--- src/rtl/spi_slave_if.sv ---
// SPI mode-0 slave front end: synchronises the SPI pins into clk, deserialises a
// command byte plus up to 8 data bytes, and shifts the register block's response onto MISO.
module spi_slave_if #(
    parameter int unsigned SYNC_STAGES = 2
) (
    input  logic        clk,
    input  logic        reset_n,
    input  logic        spi_ssel_n,
    input  logic        spi_sclk,
    input  logic        spi_mosi,
    output logic        spi_miso,
    output logic [7:0]  spi_cmd,
    output logic [63:0] spi_rxdata,
    output logic        spi_msg_end,
    input  logic [63:0] spi_txdata,
    input  logic        spi_txdata_valid
);

    localparam int unsigned SS       = (SYNC_STAGES < 2) ? 2 : SYNC_STAGES;
    localparam int unsigned BYTE_MAX = 9;

    typedef enum logic [1:0] {
        ST_WAIT,
        ST_IDLE,
        ST_ACTIVE
    } state_t;

    state_t         r_state;
    state_t         w_state_nxt;
    logic           w_start;
    logic           w_end;

    logic [SS-1:0]  r_ssel_sync;
    logic [SS-1:0]  r_sclk_sync;
    logic [SS-1:0]  r_mosi_sync;
    logic [SS-1:0]  r_settle;
    logic           r_sclk_d;
    logic [2:0]     r_bit_cnt;
    logic [3:0]     r_byte_cnt;
    logic [6:0]     r_rx_sr;
    logic [63:0]    r_tx_sr;
    logic [1:0]     r_load_p;

    logic           w_ssel_s;
    logic           w_sclk_s;
    logic           w_mosi_s;
    logic           w_shift_en;
    logic           w_rx_rise;
    logic           w_tx_fall;
    logic           w_byte_done;
    logic [7:0]     w_rx_byte;

    assign w_ssel_s    = r_ssel_sync[SS-1];
    assign w_sclk_s    = r_sclk_sync[SS-1];
    assign w_mosi_s    = r_mosi_sync[SS-1];
    // A deselect seen in the same clk as an SCLK edge takes priority over the edge.
    assign w_shift_en  = (r_state == ST_ACTIVE) && !w_ssel_s;
    assign w_rx_rise   = w_shift_en && w_sclk_s && !r_sclk_d;
    assign w_tx_fall   = w_shift_en && !w_sclk_s && r_sclk_d && (r_byte_cnt != 4'd0);
    assign w_rx_byte   = {r_rx_sr, w_mosi_s};
    assign w_byte_done = w_rx_rise && (r_bit_cnt == 3'd7);

    // Input synchronisers; r_settle marks when the chains hold real pin values after reset.
    always_ff @(posedge clk or negedge reset_n) begin
        if (!reset_n) begin
            r_ssel_sync <= '1;
            r_sclk_sync <= '0;
            r_mosi_sync <= '0;
            r_settle    <= '0;
            r_sclk_d    <= 1'b0;
        end else begin
            r_ssel_sync <= {r_ssel_sync[SS-2:0], spi_ssel_n};
            r_sclk_sync <= {r_sclk_sync[SS-2:0], spi_sclk};
            r_mosi_sync <= {r_mosi_sync[SS-2:0], spi_mosi};
            r_settle    <= {r_settle[SS-2:0], 1'b1};
            r_sclk_d    <= w_sclk_s;
        end
    end

    always_ff @(posedge clk or negedge reset_n) begin
        if (!reset_n) begin
            r_state <= ST_WAIT;
        end else begin
            r_state <= w_state_nxt;
        end
    end

    // ST_WAIT requires a genuine high on ssel_n before the first start after reset.
    always_comb begin
        w_state_nxt = r_state;
        w_start     = 1'b0;
        w_end       = 1'b0;
        case (r_state)
            ST_WAIT: begin
                if (r_settle[SS-1] && w_ssel_s) begin
                    w_state_nxt = ST_IDLE;
                end
            end
            ST_IDLE: begin
                if (!w_ssel_s) begin
                    w_state_nxt = ST_ACTIVE;
                    w_start     = 1'b1;
                end
            end
            ST_ACTIVE: begin
                if (w_ssel_s) begin
                    w_state_nxt = ST_IDLE;
                    w_end       = 1'b1;
                end
            end
            default: w_state_nxt = ST_WAIT;
        endcase
    end

    always_ff @(posedge clk or negedge reset_n) begin
        if (!reset_n) begin
            r_bit_cnt   <= 3'd0;
            r_byte_cnt  <= 4'd0;
            r_rx_sr     <= 7'd0;
            r_tx_sr     <= 64'h0;
            r_load_p    <= 2'b00;
            spi_miso    <= 1'b0;
            spi_cmd     <= 8'h00;
            spi_rxdata  <= 64'h0;
            spi_msg_end <= 1'b0;
        end else begin
            spi_msg_end <= w_end && (r_byte_cnt != 4'd0);
            if (w_start) begin
                r_bit_cnt  <= 3'd0;
                r_byte_cnt <= 4'd0;
                r_rx_sr    <= 7'd0;
                r_tx_sr    <= 64'h0;
                r_load_p   <= 2'b00;
                spi_miso   <= 1'b0;
                spi_rxdata <= 64'h0;
            end else begin
                r_load_p <= {r_load_p[0], w_byte_done && (r_byte_cnt == 4'd0)};
                if (w_rx_rise) begin
                    r_rx_sr   <= w_rx_byte[6:0];
                    r_bit_cnt <= r_bit_cnt + 3'd1;
                end
                if (w_byte_done) begin
                    if (r_byte_cnt == 4'd0) begin
                        spi_cmd <= w_rx_byte;
                    end
                    for (int k = 1; k <= 8; k++) begin
                        if (r_byte_cnt == 4'(k)) begin
                            spi_rxdata[71-8*k -: 8] <= w_rx_byte;
                        end
                    end
                    if (r_byte_cnt != 4'(BYTE_MAX)) begin
                        r_byte_cnt <= r_byte_cnt + 4'd1;
                    end
                end
                // Response is captured two clks after the command lands, giving the decoder a cycle.
                if (r_load_p[1]) begin
                    r_tx_sr <= spi_txdata_valid ? spi_txdata : 64'h0;
                end else if (w_tx_fall) begin
                    spi_miso <= r_tx_sr[63];
                    r_tx_sr  <= {r_tx_sr[62:0], 1'b0};
                end
            end
        end
    end

endmodule
--- config.mk ---
export PLATFORM = sky130hd
export DESIGN_NAME = spi_slave_if
export DESIGN_NICKNAME = d
export VERILOG_FILES = /design/src/rtl/spi_slave_if.sv
export SDC_FILE = /design/constraint.sdc
export NUM_CORES = 1
export LEC_CHECK = 0
export ABC_AREA = 1
export CORE_MARGIN = 5
export CORE_UTILIZATION = 48
export CTS_CLUSTER_SIZE = 20
export DETAILED_ROUTE_END_ITERATION = 10
export PLACE_DENSITY = 0.77
export SLEW_MARGIN = 30
export SYNTH_ARGS = -nofsm -noshare
export SYNTH_HDL_FRONTEND = slang
export SYNTH_SLANG_ARGS = --single-unit
--- constraint.sdc ---
create_clock -name clk -period 1.5 [get_ports clk]
set_input_delay 0.3 -clock clk [delete_from_list [all_inputs] [get_ports clk]]
set_output_delay 0.3 -clock clk [all_outputs]
set_load 0.02 [all_outputs]
==> metrics.md <==
| Metric | Value |
|---|---|
| Status | completed |
| H-tree depth | 4 |
| Fin cells | 1,416 |
| Critical path arrival | approximately 1.8 ns |
| Die width | 137 um |
| Final ANT Viol Nets | 0 |
| Pre-CTS setup slack | -0.0784 ns |
| Crit-path max FO | 12 |
| Input/output buffers | 143 |
| Final Hold Vio Count | 0 |
| Critical R2R Launch | r_ssel_sync[1] |
| Cell Pwr Density | 1230 mW/mm^2 |
| Syn Std Cell Area | a little under 0.008 mm^2 |
| Core Area | 0.0159 mm^2 |
| Post-synthesis sequential element count | 165 |
| Top cells by area, synth | dfrtp_1, nand2_1, nand3_1 |
| CTS tree | done |
| Tot Pwr | 13.5 mW |
| CP Class | flop to flop |
| Post-route setup TNS | 0 ns |
| Worst Hold Class | primary input to asynchronous set/reset pin |
| Final Max Slew Viols | 0 |
| Vias in the first global route | 6,815 |
| Post-synth EDFFs | 0 |
| PnR worst setup slack | 0.00608 ns |
| Diodes inserted | 0 |
| Clk_lat worst skew | 0.44 ns |
| Row count | 46 |
| Dpl cells | approximately 1.4k |
| Largest stage delay on the critical path | 0.53 ns |
| Worst r2r path cells | 8 |
| Finished Core Util | 69.4% |
| Post-DP HPWL | 14,000 um |
| Post-synth top cells | nand2_1, dfrtp_1, nand3_1, inv_1, o21ai_0 |
| IO Pins | 144 |
| Total wire length | 23,200 um |
| Layout cells sized above 1 | between 10% and 20% |
| Starting Density | 48.9% |
| Die Span Y | 137 um |
| Leak Pwr | 6.03 nW |
| Global-route wire length before repair | 33,900 um |
| Final critical-path share of the clock period | 99.6% |
| Critical Path Start Type | flop |
| Gr ovfl total | 0 |
| Fin Clk Skew | 0.00785 ns |
| Post-synthesis cell count | just under 1k |
| Crit. End Element | flop |
| Cell breakdown of the critical path | inv_2 > nand3_4 > nand2_2 > inv_4 > nand2_8 > clkbuf_16 > nand2_1 > o21ai_0 |
| Crit path launch | r_ssel_sync[1] |
| Netlist cell types | 27 |
| Fmax | 0.669 GHz |
| GRT Resource Usage Total | 22.8% |
| Clock root buffer | clkbuf_16 |
| Ys Warns | 0 |
| Initial antenna violation count | 0 |
| Area share of the largest cell type after synthesis | about 53% |
| DRC Markers | 0 |
| Clk buf depth | 2 |
| Mapped Nets | 1,062 |
| Peak VDD IR | 0.906 mV |
| DR pass1 iterations | 7 |
| CP max-delay cell | dfstp_2 |
| Worst endpoint required time | 1.81 ns |
| Finish-stage setup viols | 0 |
| Period minus WS final | 1.49 ns |
| CTS Buf Count | 17 |
| Die area | 0.0188 mm^2 |
| P&R area growth vs syn | 42.1% |
| Post-Syn Area per Cell | 7.87 um^2 |
| Vias | 7,318 |
| Clock transition at path regs | 0.07 ns |
| Max Cap Violations | 0 |
| Clk sinks | 165 |
| Final nets | between 1k and 1.5k |
| DRT iter0 DRCs | roughly 630 |
| WL per Instance | 16.4 um |
| Vias per cell | 5.17 |
| RSZ-0062 raised after global routing | true |
| Synth async-reset ratio | 100% |
| Final GP Congestion | 0.839 |
| Most frequent cell after synthesis | nand2_1 |
| Largest net degree at the start of global routing | 60 |
| Main flop type after synthesis | dfrtp_1 |
| Seq/Total Area, Yosys | between 50% and 60% |
| Yosys top cell by area | dfrtp_1 |
[cells in the final DEF (no fill, tap or decap), drive strengths merged]
cell type	n
a21oi	2
buf	75
clkbuf	28
clkdlybuf4s15	4
clkdlybuf4s50	68
clkinv	10
clkinvlp	7
conb	1
dfrtp	163
dfstp	2
dlygate4sd2	70
dlygate4sd3	1
ha	6
inv	94
nand2	422
nand3	153
nor2	14
nor3	3
o21ai	75
xor2	2
[state kept, by name, summed over array words and instances, names as in the netlist]
name and count:
r_bit_cnt 3, r_mosi_sync 2, r_byte_cnt 4, r_sclk_d 1, r_state 2, r_ssel_sync 2, spi_cmd 8, r_rx_sr 7
r_load_p 2, spi_rxdata 64, spi_miso 1, r_tx_sr 64, spi_msg_end 1, r_settle 2, r_sclk_sync 2
[final timing paths]
check                                       to  slack, ns
worst max-delay path               r_tx_sr[11]      0.006
max in group asynchronous       spi_rxdata[56]       0.72
worst max register to register     r_tx_sr[11]      0.006
min in group clk                r_ssel_sync[0]       0.30
worst min register to register  r_mosi_sync[1]       0.35
worst min-delay path               r_tx_sr[14]       0.25
[repair_timing]
action / in CTS / in global routing
cloned: 1 / 15
pin swaps: 3 / 9
resized for setup: 93 / 52
setup buffers: 3 / 7
hold buffers: 1 / 0
setup endpoints to repair: 160 / 143
hold endpoints to repair: 163 / 0
[critical path, delay by kind of cell, from the launching register on]
kind,cells,cell delay (ns)
DFF,1,0.53
and+or+nand+nor,4,0.40
buffers and inverters,3,0.36
AOI/OAI and AO/OA,1,0.07
[layer usage]
| layer | up-vias | global-route usage, % | share of wire, % |
|---|---|---|---|
| met5 | - | 0 | 0 |
| met1 | 3429 | 32.5 | 42 |
| met3 | 64 | 4.09 | 6.8 |
| met2 | 319 | 35.6 | 48 |
| li1 | 3506 | - | - |
| met4 | 0 | 7.15 | 2.8 |
[final cells by class]
cell class	instances	area, um^2
Multi-Input combinational cell	678	3210
Timing Repair Buffer	228	2490
Inverter	95	368
Fill cell	1215	4850
Timing Repair inverter	2	15.0
Sequential cell	165	4130
Tap cell	216	270
Clock inverter	14	106
Clock buffer	18	439
[per-stage QoR]
stage	hold WS, ns	instance area (um^2)
after floorplan	0.00441	7760
final	0.247	11000
after detailed placement	0.117	9960
after global routing	0.266	11000
after global placement	0.119	9960
after CTS	0.242	10500
[power breakdown]
part | internal (mW) | switching, mW | total (mW)
Combinational | 1.57 | 2.04 | 3.61
Clock | 2.17 | 1.87 | 4.03
Sequential | 5.43 | 0.442 | 5.87
[kinds of logic after synthesis]
| kind of cell | Yosys count | synth area share (%) |
|---|---|---|
| xor gates and xnor gates | 2 | 0.226 |
| and+or+nand+nor | 591 | 32.8 |
| adders and majority gates | 6 | 0.967 |
| AOI/OAI and AO/OA | 77 | 4.96 |
| buffers and inverters | 144 | 7.82 |
| other | 1 | 0.0483 |
| DFF | 165 | 53.2 |
(Power assumes the default switching activity.)
